==> config.mk <==
export PLATFORM = sky130hd
export DESIGN_NAME = apb_requester_flat
export DESIGN_NICKNAME = d
export VERILOG_FILES = /design/src/rtl/apb_pkg.sv /design/src/rtl/apb_requester_if.sv /design/src/rtl/apb_requester.sv /design/src/flat_wrapper.sv
export SDC_FILE = /design/constraint.sdc
export NUM_CORES = 1
export LEC_CHECK = 0
export ABC_CLOCK_PERIOD_IN_PS = 7400
export CORE_MARGIN = 2
export CORE_UTILIZATION = 33
export DETAILED_ROUTE_END_ITERATION = 6
export PLACE_DENSITY = 0.67
export SETUP_SLACK_MARGIN = 0.5
export SLEW_MARGIN = 0
export SYNTH_ARGS = -nofsm -noshare
export SYNTH_HDL_FRONTEND = slang
export SYNTH_SLANG_ARGS = --single-unit
==> constraint.sdc <==
create_clock -name clk -period 7.4 [get_ports clk]
set_input_delay 0.74 -clock clk [delete_from_list [all_inputs] [get_ports clk]]
set_output_delay 0.74 -clock clk [all_outputs]
set_load 0.03 [all_outputs]
==> src/rtl/apb_pkg.sv <==
// Shared APB definitions: requester FSM states, pprot bit encodings and default bus widths.
// The UART APB completer imports the same width defaults.
package apb_pkg;

    typedef enum logic [1:0] {
        IDLE   = 2'd0,
        SETUP  = 2'd1,
        ACCESS = 2'd2
    } state_t;

    localparam logic [2:0] PROT_PRIV      = 3'b001;
    localparam logic [2:0] PROT_NONSECURE = 3'b010;
    localparam logic [2:0] PROT_INSTR     = 3'b100;

    localparam int ADDR_W_DEF = 32;
    localparam int DATA_W_DEF = 32;

endpackage

==> src/rtl/apb_requester_if.sv <==
// Command, response and APB4 signal bundle for the APB requester.
// master is the requester's view; slave is the view of whoever drives commands and plays the completer.
interface apb_requester_if
    import apb_pkg::*;
#(
    parameter int ADDR_W = ADDR_W_DEF,
    parameter int DATA_W = DATA_W_DEF
);
    // cmd and rsp channels: a beat transfers on a rising edge where valid && ready are both high.
    // Once valid is raised, the sender holds valid and every payload field stable until that edge.
    logic                cmd_valid;
    logic                cmd_ready;
    logic                cmd_write;
    logic [ADDR_W-1:0]   cmd_addr;
    logic [DATA_W-1:0]   cmd_wdata;
    logic [DATA_W/8-1:0] cmd_strb;
    logic [2:0]          cmd_prot;

    logic                rsp_valid;
    logic                rsp_ready;
    logic [DATA_W-1:0]   rsp_rdata;
    logic                rsp_err;
    logic                rsp_timeout;

    logic                psel;
    logic                penable;
    logic                pwrite;
    logic [ADDR_W-1:0]   paddr;
    logic [DATA_W-1:0]   pwdata;
    logic [DATA_W/8-1:0] pstrb;
    logic [2:0]          pprot;
    logic [DATA_W-1:0]   prdata;
    logic                pready;
    logic                pslverr;

    modport master (
        input  cmd_valid, cmd_write, cmd_addr, cmd_wdata, cmd_strb, cmd_prot,
        input  rsp_ready, prdata, pready, pslverr,
        output cmd_ready, rsp_valid, rsp_rdata, rsp_err, rsp_timeout,
        output psel, penable, pwrite, paddr, pwdata, pstrb, pprot
    );

    modport slave (
        output cmd_valid, cmd_write, cmd_addr, cmd_wdata, cmd_strb, cmd_prot,
        output rsp_ready, prdata, pready, pslverr,
        input  cmd_ready, rsp_valid, rsp_rdata, rsp_err, rsp_timeout,
        input  psel, penable, pwrite, paddr, pwdata, pstrb, pprot
    );

endinterface

==> src/rtl/apb_requester.sv <==
// APB4 requester: turns one cmd beat into a SETUP/ACCESS transfer and returns the result on rsp.
// One transfer in flight; an ACCESS-phase timeout aborts transfers to a completer that never answers.
module apb_requester
    import apb_pkg::*;
#(
    parameter int ADDR_W  = ADDR_W_DEF,
    parameter int DATA_W  = DATA_W_DEF,
    parameter int TIMEOUT = 255
) (
    input  logic   clk,
    input  logic   reset,
    apb_requester_if.master bus,
    output state_t dbg_state
);

    localparam int STRB_W = DATA_W / 8;
    localparam int CNT_W  = (TIMEOUT > 0) ? $clog2(TIMEOUT + 1) : 1;
    localparam logic [CNT_W-1:0] CNT_LAST = CNT_W'((TIMEOUT > 0) ? TIMEOUT - 1 : 0);
    localparam logic [CNT_W-1:0] CNT_MAX  = (TIMEOUT > 0) ? CNT_W'(TIMEOUT) : {CNT_W{1'b1}};

    state_t              state, state_next;
    logic [CNT_W-1:0]    wait_cnt;
    logic                accept, done, abort;

    logic                psel_q, penable_q, pwrite_q;
    logic [ADDR_W-1:0]   paddr_q;
    logic [DATA_W-1:0]   pwdata_q;
    logic [STRB_W-1:0]   pstrb_q;
    logic [2:0]          pprot_q;
    logic                rsp_valid_q, rsp_err_q, rsp_timeout_q;
    logic [DATA_W-1:0]   rsp_rdata_q;

    assign bus.cmd_ready = (state == IDLE) && !rsp_valid_q && !reset;

    always_comb begin
        state_next = state;
        accept     = 1'b0;
        done       = 1'b0;
        abort      = 1'b0;
        case (state)
            IDLE: begin
                if (bus.cmd_valid && bus.cmd_ready) begin
                    accept     = 1'b1;
                    state_next = SETUP;
                end
            end
            SETUP: state_next = ACCESS;
            ACCESS: begin
                if (bus.pready) begin
                    done       = 1'b1;
                    state_next = IDLE;
                end else if ((TIMEOUT != 0) && (wait_cnt == CNT_LAST)) begin
                    // This edge would take the wait count to TIMEOUT: give up on the completer.
                    abort      = 1'b1;
                    state_next = IDLE;
                end
            end
            default: state_next = IDLE;
        endcase
    end

    always_ff @(posedge clk or posedge reset) begin
        if (reset) state <= IDLE;
        else       state <= state_next;
    end

    always_ff @(posedge clk or posedge reset) begin
        if (reset) begin
            wait_cnt <= '0;
        end else if (accept) begin
            wait_cnt <= '0;
        end else if ((state == ACCESS) && !bus.pready && (wait_cnt != CNT_MAX)) begin
            wait_cnt <= wait_cnt + 1'b1;
        end
    end

    always_ff @(posedge clk or posedge reset) begin
        if (reset) begin
            psel_q        <= 1'b0;
            penable_q     <= 1'b0;
            pwrite_q      <= 1'b0;
            paddr_q       <= '0;
            pwdata_q      <= '0;
            pstrb_q       <= '0;
            pprot_q       <= '0;
            rsp_valid_q   <= 1'b0;
            rsp_rdata_q   <= '0;
            rsp_err_q     <= 1'b0;
            rsp_timeout_q <= 1'b0;
        end else begin
            if (accept) begin
                psel_q   <= 1'b1;
                pwrite_q <= bus.cmd_write;
                paddr_q  <= bus.cmd_addr;
                pwdata_q <= bus.cmd_wdata;
                pstrb_q  <= bus.cmd_write ? bus.cmd_strb : '0;
                pprot_q  <= bus.cmd_prot;
            end
            if (state == SETUP) penable_q <= 1'b1;
            if (done || abort) begin
                psel_q        <= 1'b0;
                penable_q     <= 1'b0;
                rsp_valid_q   <= 1'b1;
                rsp_rdata_q   <= (done && !pwrite_q) ? bus.prdata : '0;
                rsp_err_q     <= abort ? 1'b1 : bus.pslverr;
                rsp_timeout_q <= abort;
            end else if (rsp_valid_q && bus.rsp_ready) begin
                rsp_valid_q <= 1'b0;
            end
        end
    end

    assign bus.psel        = psel_q;
    assign bus.penable     = penable_q;
    assign bus.pwrite      = pwrite_q;
    assign bus.paddr       = paddr_q;
    assign bus.pwdata      = pwdata_q;
    assign bus.pstrb       = pstrb_q;
    assign bus.pprot       = pprot_q;
    assign bus.rsp_valid   = rsp_valid_q;
    assign bus.rsp_rdata   = rsp_rdata_q;
    assign bus.rsp_err     = rsp_err_q;
    assign bus.rsp_timeout = rsp_timeout_q;
    assign dbg_state       = state;

endmodule

==> src/flat_wrapper.sv <==
// flat-port wrapper written by rule: the top's interface ports become plain ports
module apb_requester_flat import apb_pkg::*;
#(
    parameter int ADDR_W  = ADDR_W_DEF,
    parameter int DATA_W  = DATA_W_DEF,
    parameter int TIMEOUT = 255
)
  (clk, reset, dbg_state, bus_cmd_valid, bus_cmd_write, bus_cmd_addr, bus_cmd_wdata, bus_cmd_strb, bus_cmd_prot, bus_rsp_ready, bus_prdata, bus_pready, bus_pslverr, bus_cmd_ready, bus_rsp_valid, bus_rsp_rdata, bus_rsp_err, bus_rsp_timeout, bus_psel, bus_penable, bus_pwrite, bus_paddr, bus_pwdata, bus_pstrb, bus_pprot);
  apb_requester_if #(.ADDR_W(ADDR_W), .DATA_W(DATA_W)) bus_i ();
  input  logic clk;
  input  logic reset;
  output state_t dbg_state;
  input wire logic [$bits(bus_i.cmd_valid)-1:0] bus_cmd_valid;
  input wire logic [$bits(bus_i.cmd_write)-1:0] bus_cmd_write;
  input wire logic [$bits(bus_i.cmd_addr)-1:0] bus_cmd_addr;
  input wire logic [$bits(bus_i.cmd_wdata)-1:0] bus_cmd_wdata;
  input wire logic [$bits(bus_i.cmd_strb)-1:0] bus_cmd_strb;
  input wire logic [$bits(bus_i.cmd_prot)-1:0] bus_cmd_prot;
  input wire logic [$bits(bus_i.rsp_ready)-1:0] bus_rsp_ready;
  input wire logic [$bits(bus_i.prdata)-1:0] bus_prdata;
  input wire logic [$bits(bus_i.pready)-1:0] bus_pready;
  input wire logic [$bits(bus_i.pslverr)-1:0] bus_pslverr;
  output wire logic [$bits(bus_i.cmd_ready)-1:0] bus_cmd_ready;
  output wire logic [$bits(bus_i.rsp_valid)-1:0] bus_rsp_valid;
  output wire logic [$bits(bus_i.rsp_rdata)-1:0] bus_rsp_rdata;
  output wire logic [$bits(bus_i.rsp_err)-1:0] bus_rsp_err;
  output wire logic [$bits(bus_i.rsp_timeout)-1:0] bus_rsp_timeout;
  output wire logic [$bits(bus_i.psel)-1:0] bus_psel;
  output wire logic [$bits(bus_i.penable)-1:0] bus_penable;
  output wire logic [$bits(bus_i.pwrite)-1:0] bus_pwrite;
  output wire logic [$bits(bus_i.paddr)-1:0] bus_paddr;
  output wire logic [$bits(bus_i.pwdata)-1:0] bus_pwdata;
  output wire logic [$bits(bus_i.pstrb)-1:0] bus_pstrb;
  output wire logic [$bits(bus_i.pprot)-1:0] bus_pprot;
  assign bus_i.cmd_valid = bus_cmd_valid;
  assign bus_i.cmd_write = bus_cmd_write;
  assign bus_i.cmd_addr = bus_cmd_addr;
  assign bus_i.cmd_wdata = bus_cmd_wdata;
  assign bus_i.cmd_strb = bus_cmd_strb;
  assign bus_i.cmd_prot = bus_cmd_prot;
  assign bus_i.rsp_ready = bus_rsp_ready;
  assign bus_i.prdata = bus_prdata;
  assign bus_i.pready = bus_pready;
  assign bus_i.pslverr = bus_pslverr;
  assign bus_cmd_ready = bus_i.cmd_ready;
  assign bus_rsp_valid = bus_i.rsp_valid;
  assign bus_rsp_rdata = bus_i.rsp_rdata;
  assign bus_rsp_err = bus_i.rsp_err;
  assign bus_rsp_timeout = bus_i.rsp_timeout;
  assign bus_psel = bus_i.psel;
  assign bus_penable = bus_i.penable;
  assign bus_pwrite = bus_i.pwrite;
  assign bus_paddr = bus_i.paddr;
  assign bus_pwdata = bus_i.pwdata;
  assign bus_pstrb = bus_i.pstrb;
  assign bus_pprot = bus_i.pprot;
  apb_requester #(.ADDR_W(ADDR_W), .DATA_W(DATA_W), .TIMEOUT(TIMEOUT)) u_core (.clk(clk), .reset(reset), .bus(bus_i), .dbg_state(dbg_state));
endmodule
# Word level (Yosys, flattened, before mapping)

Index checks and enable logic that the tools add are counted.

Input bits: 110
Logic and storage cells: 60
Output and inout port bits: 112
Register bits after elaboration: 119

Equal/unequal tests: 6
Mux-type cells: 22
$add $sub $neg: 1
Reductions and logical operators: 18

Operators with widths:

| kind                  | count |
|---|---|
| $mux W32              | 1 |
| $mux W8               | 2 |
| $mux W1               | 14 |
| $add A8 B1 Y8 const B | 1 |
| $eq A8 B8 Y1 const B  | 1 |
| $ne A8 B8 Y1 const B  | 1 |
| $reduce_bool A2 Y1    | 4 |
| $logic_and A1 B1 Y1   | 7 |
| $mux W2               | 3 |
| $pmux W2 S3           | 1 |
| $logic_not A1 Y1      | 4 |
| $mux W4               | 1 |
| $ne A3 B2 Y1 const B  | 1 |
| $eq A2 B1 Y1 const B  | 1 |
| $eq A2 B2 Y1 const B  | 1 |
| $logic_not A2 Y1      | 1 |
| $ne A2 B2 Y1 const B  | 1 |
| $reduce_and A2 Y1     | 1 |
| $logic_or A1 B1 Y1    | 1 |

# Depth between registers and ports, before layout

Depth after elaboration: 8
Mapped depth: 6
Mapped depth without buffers: 5

# Worst setup path before layout

OpenSTA, ideal clock, no wires.

Kind: input to register
From: in reset
To: reg u_core.paddr_q[11], in the netlist u_core.bus.paddr[11]
Slack: 4.733 ns
Cell stages on the path: 6
Library setup time: 0.117 ns
Data required time: 7.283 ns
Arrival time: 2.550 ns
Cell sequence: nor4_1 -> nand2_1 -> clkbuf_1 -> clkbuf_1 -> nand2_1 -> nand2_1

Longest elaborated chain between the ends: 5

Ends and longest elaborated chain:

| element              | line                | source |
|---|---|---|
| start, declared      | flat_wrapper.sv:11  | `input logic reset;` |
| $logic_not A1 Y1     | apb_requester.sv:33 | `assign bus.cmd_ready = (state == IDLE) && !rsp_valid_q && !reset;` |
| $logic_and A1 B1 Y1  | apb_requester.sv:33 |  |
| $logic_and A1 B1 Y1  | apb_requester.sv:42 | `if (bus.cmd_valid && bus.cmd_ready) begin` |
| $mux W1              | apb_requester.sv:42 |  |
| $mux W1              | apb_requester.sv:40 | `case (state)` |
| end signal, assigned | apb_requester.sv:94 | `paddr_q <= bus.cmd_addr;` |
| end, declared        | apb_requester.sv:26 | `logic [ADDR_W-1:0] paddr_q;` |

Every way passes these cells.
A chain may end at the register's enable or synchronous reset.

# Worst setup path in the final report

From: in reset
To: out bus_cmd_ready

Longest elaborated chain between the ends: 2

Ends and longest elaborated chain:

| element             | line                | source |
|---|---|---|
| $logic_not A1 Y1    | apb_requester.sv:33 |  |
| $logic_and A1 B1 Y1 | apb_requester.sv:33 |  |
| end, declared       | flat_wrapper.sv:23  | `output wire logic [$bits(bus_i.cmd_ready)-1:0] bus_cmd_ready;` |

Every way passes these cells.

==> results_dict.tcl <==
set metrics [dict create \
    grt_pass1_wl_um 21500 \
    ant_nets 0 \
    numPortBuffers 221 \
    synth.area.top_cells "dfrtp_1 (63%), nand2_1 (22%), a22oi_1 (5.0%)" \
    relSlewSlack 0.154 \
    syn-cell-area_mm2 0.00476 \
    slew_violations 0 \
    cts.path.max_buffers 2 \
    p_leak_nw 3.61 \
    num_rows 43 \
    gr-total-overflow 0 \
    post_cts_buffers 0 \
    multi_input_area_mm2 0.00167 \
    ys_top_cells_by_count "nand2_1 (284), dfrtp_1 (119), a22oi_1 (32), clkbuf_1 (27), nor2_1 (10)" \
    htree_levels 4 \
    initial_utilization 0.340 \
    synth-seq-area-share 0.626 \
    yosys_warnings 0 \
    dp.cells 898 \
    instances_no_fill 930 \
    hpwlAfterDp_um 9640 \
    fin_tns_setup_ns 0 \
    n_antenna_cell 0 \
    antenna_found_initial 0 \
    synthFlopType "dfrtp_1" \
    synthToLayoutAreaGrowth_pct 63.4 \
    viasPerCell 4.69 \
    tightestPinTransition_ns 1.27 \
    pin_count 222 \
    crit_top_cell "clkdlybuf4s50_1" \
    ys_ff_latch 119 \
    required_ns 6.66 \
    die_w_um 124 \
    fmax_ghz 0.318 \
    routabilityCongestion 0.801 \
    startpoint_type "primary input" \
    rsz0062_at_grt "no" \
    hold_class "reg -> reg" \
    slowest_delay_ns 0.77 \
    wl_um 13800 \
    nFillCells 1240 \
    final_area_mm2 0.00777 \
    setup_viol 0 \
    cts_tree "done" \
    grt_usage 0.182 \
    min_path_cells 2 \
    clock_latency_ns 0.41 \
    vias 4362 \
    synth_edf_count 0 \
    worst-path-max-fanout 2 \
    maxCapViolCount 0 \
    synth.most_common_cell "nand2_1" \
    finalCritPeriodShare 0.425 \
    drive_gt1_frac 0.0587 \
    crit_path_top_delay_cell "clkdlybuf4s50_1" \
    synth.distinct_cells 35 \
    cts_root_buf "clkbuf_16" \
    routedWlPerCell_um 14.8 \
    power_mw 3.31 \
    crit_buf_inv 2 \
    final_hold_viol_count 0 \
    fp.coreArea_mm2 0.0140 \
    drc 0 \
    grt_pass1_vias 4383 \
    clkSinkCount 119 \
    avgSynthCellArea_um2 9.15 \
    yosysTopAreaCell "dfrtp_1" \
    pre_cts_ws_ns 3.91 \
    cts_hold_buf 0 \
    synthCells 520 \
    min_period_ns 3.14 \
    crit_chain "clkdlybuf4s50_1 > nor4_1 > clkdlybuf4s50_1" \
    finClkSkew_ns 0.0104 \
    power.density_mw_per_mm2 426 \
    layout.nets 849 \
    cts_buffers 17 \
    post_dp_cell_area_mm2 0.00714 \
    crit_family "buffers and inverters" \
    synth_fp_nets 632 \
    path_clk_slew_ns 0.05 \
    path_depth 3 \
    cp.arrival_ns 2.40 \
    dr.first_iter.drc_count 231 \
    hold_ws_ns 0.468 \
    post_cts_resized 0 \
    fin_util 0.556 \
    status "completed" \
    netlist.area_leader.share 0.626 \
    grt_max_degree 77 \
    drt_pass1_iterations 5 \
    r2r_cells 7 \
    setup_ws_ns 4.26 \
    async_reset_ff_frac 1.00 \
    die_h_um 124 \
    worst_setup_path_end_kind "output pin" \
    regArea_mm2 0.00298 \
    ir_drop_mv 0.230 \
    crit_type "in -> out" \
    dieArea_mm2 0.0154 \
]
==> tightest hold or removal path: stages, from the launching register on <==
cell and delay, ns:
dfrtp_1 0.34, nand2_1 0.05, nand2_1 0.05
==> final timing paths <==
kind / startpoint / to / slack [ns]
min: u_core.bus.pstrb[0]$_DFFE_PP0N_ / u_core.bus.pstrb[0]$_DFFE_PP0N_ / 0.47
min reg2reg: u_core.bus.pstrb[0]$_DFFE_PP0N_ / u_core.bus.pstrb[0]$_DFFE_PP0N_ / 0.47
max reg2reg: u_core.dbg_state[0]$_DFFE_PP0P_ / u_core.bus.pstrb[0]$_DFFE_PP0N_ / 4.63
max: reset / bus_cmd_ready / 4.26
min in group asynchronous: reset / u_core.bus.rsp_rdata[20]$_DFFE_PP0P_ / 0.87
max in group asynchronous: reset / u_core.bus.pprot[1]$_DFFE_PP0N_ / 5.25
==> sequential cells by signal, indices dropped and copies added (netlist names), 2 cells and up <==
register / cells
u_core.bus.paddr: 32
u_core.bus.pwdata: 32
u_core.bus.rsp_rdata: 32
u_core.wait_cnt: 8
u_core.bus.pstrb: 4
u_core.bus.pprot: 3
u_core.dbg_state: 2
==> cell type report <==
| type | count | share of cell area |
|---|---|---|
| Sequential cell | 119 | 0.383 |
| Inverter | 5 | 0.00274 |
| Clock buffer | 19 | 0.0583 |
| Clock inverter | 13 | 0.0229 |
| Tap cell | 180 | 0.0290 |
| Timing Repair Buffer | 226 | 0.289 |
| Multi-Input combinational cell | 368 | 0.215 |
==> layout by cell type (no fill, tap or decap), types with 3 or more instances in the layout <==
cell type / count
a22oi_1: 32
buf_4: 5
bufinv_16: 4
clkbuf_16: 17
clkdlybuf4s50_1: 221
clkinv_2: 5
dfrtp_1: 119
inv_1: 3
nand2_1: 283
nand3_1: 7
nor2_1: 10
==> routing by layer <==
metal / track usage / share of wire
met1: 0.225 / 0.41
met2: 0.293 / 0.50
met3: 0.0531 / 0.071
met4: 0.0850 / 0.019
met5: 0 / 0
==> cells by family after synthesis <==
logic type / share of synthesized area
fa+ha+maj: 0.00526
buf+inv: 0.0263
simple gates: 0.263
mux: 0.00421
xor+xnor: 0.00184
compound gates: 0.0736
flops: 0.626
==> report_power, final <==
group	leakage (nW)	switching, mW	internal [mW]
Clock	0.308	0.290	0.579
Sequential	1.41	0.160	0.890
Combinational	1.89	0.814	0.579
(Power assumes the default switching activity.)
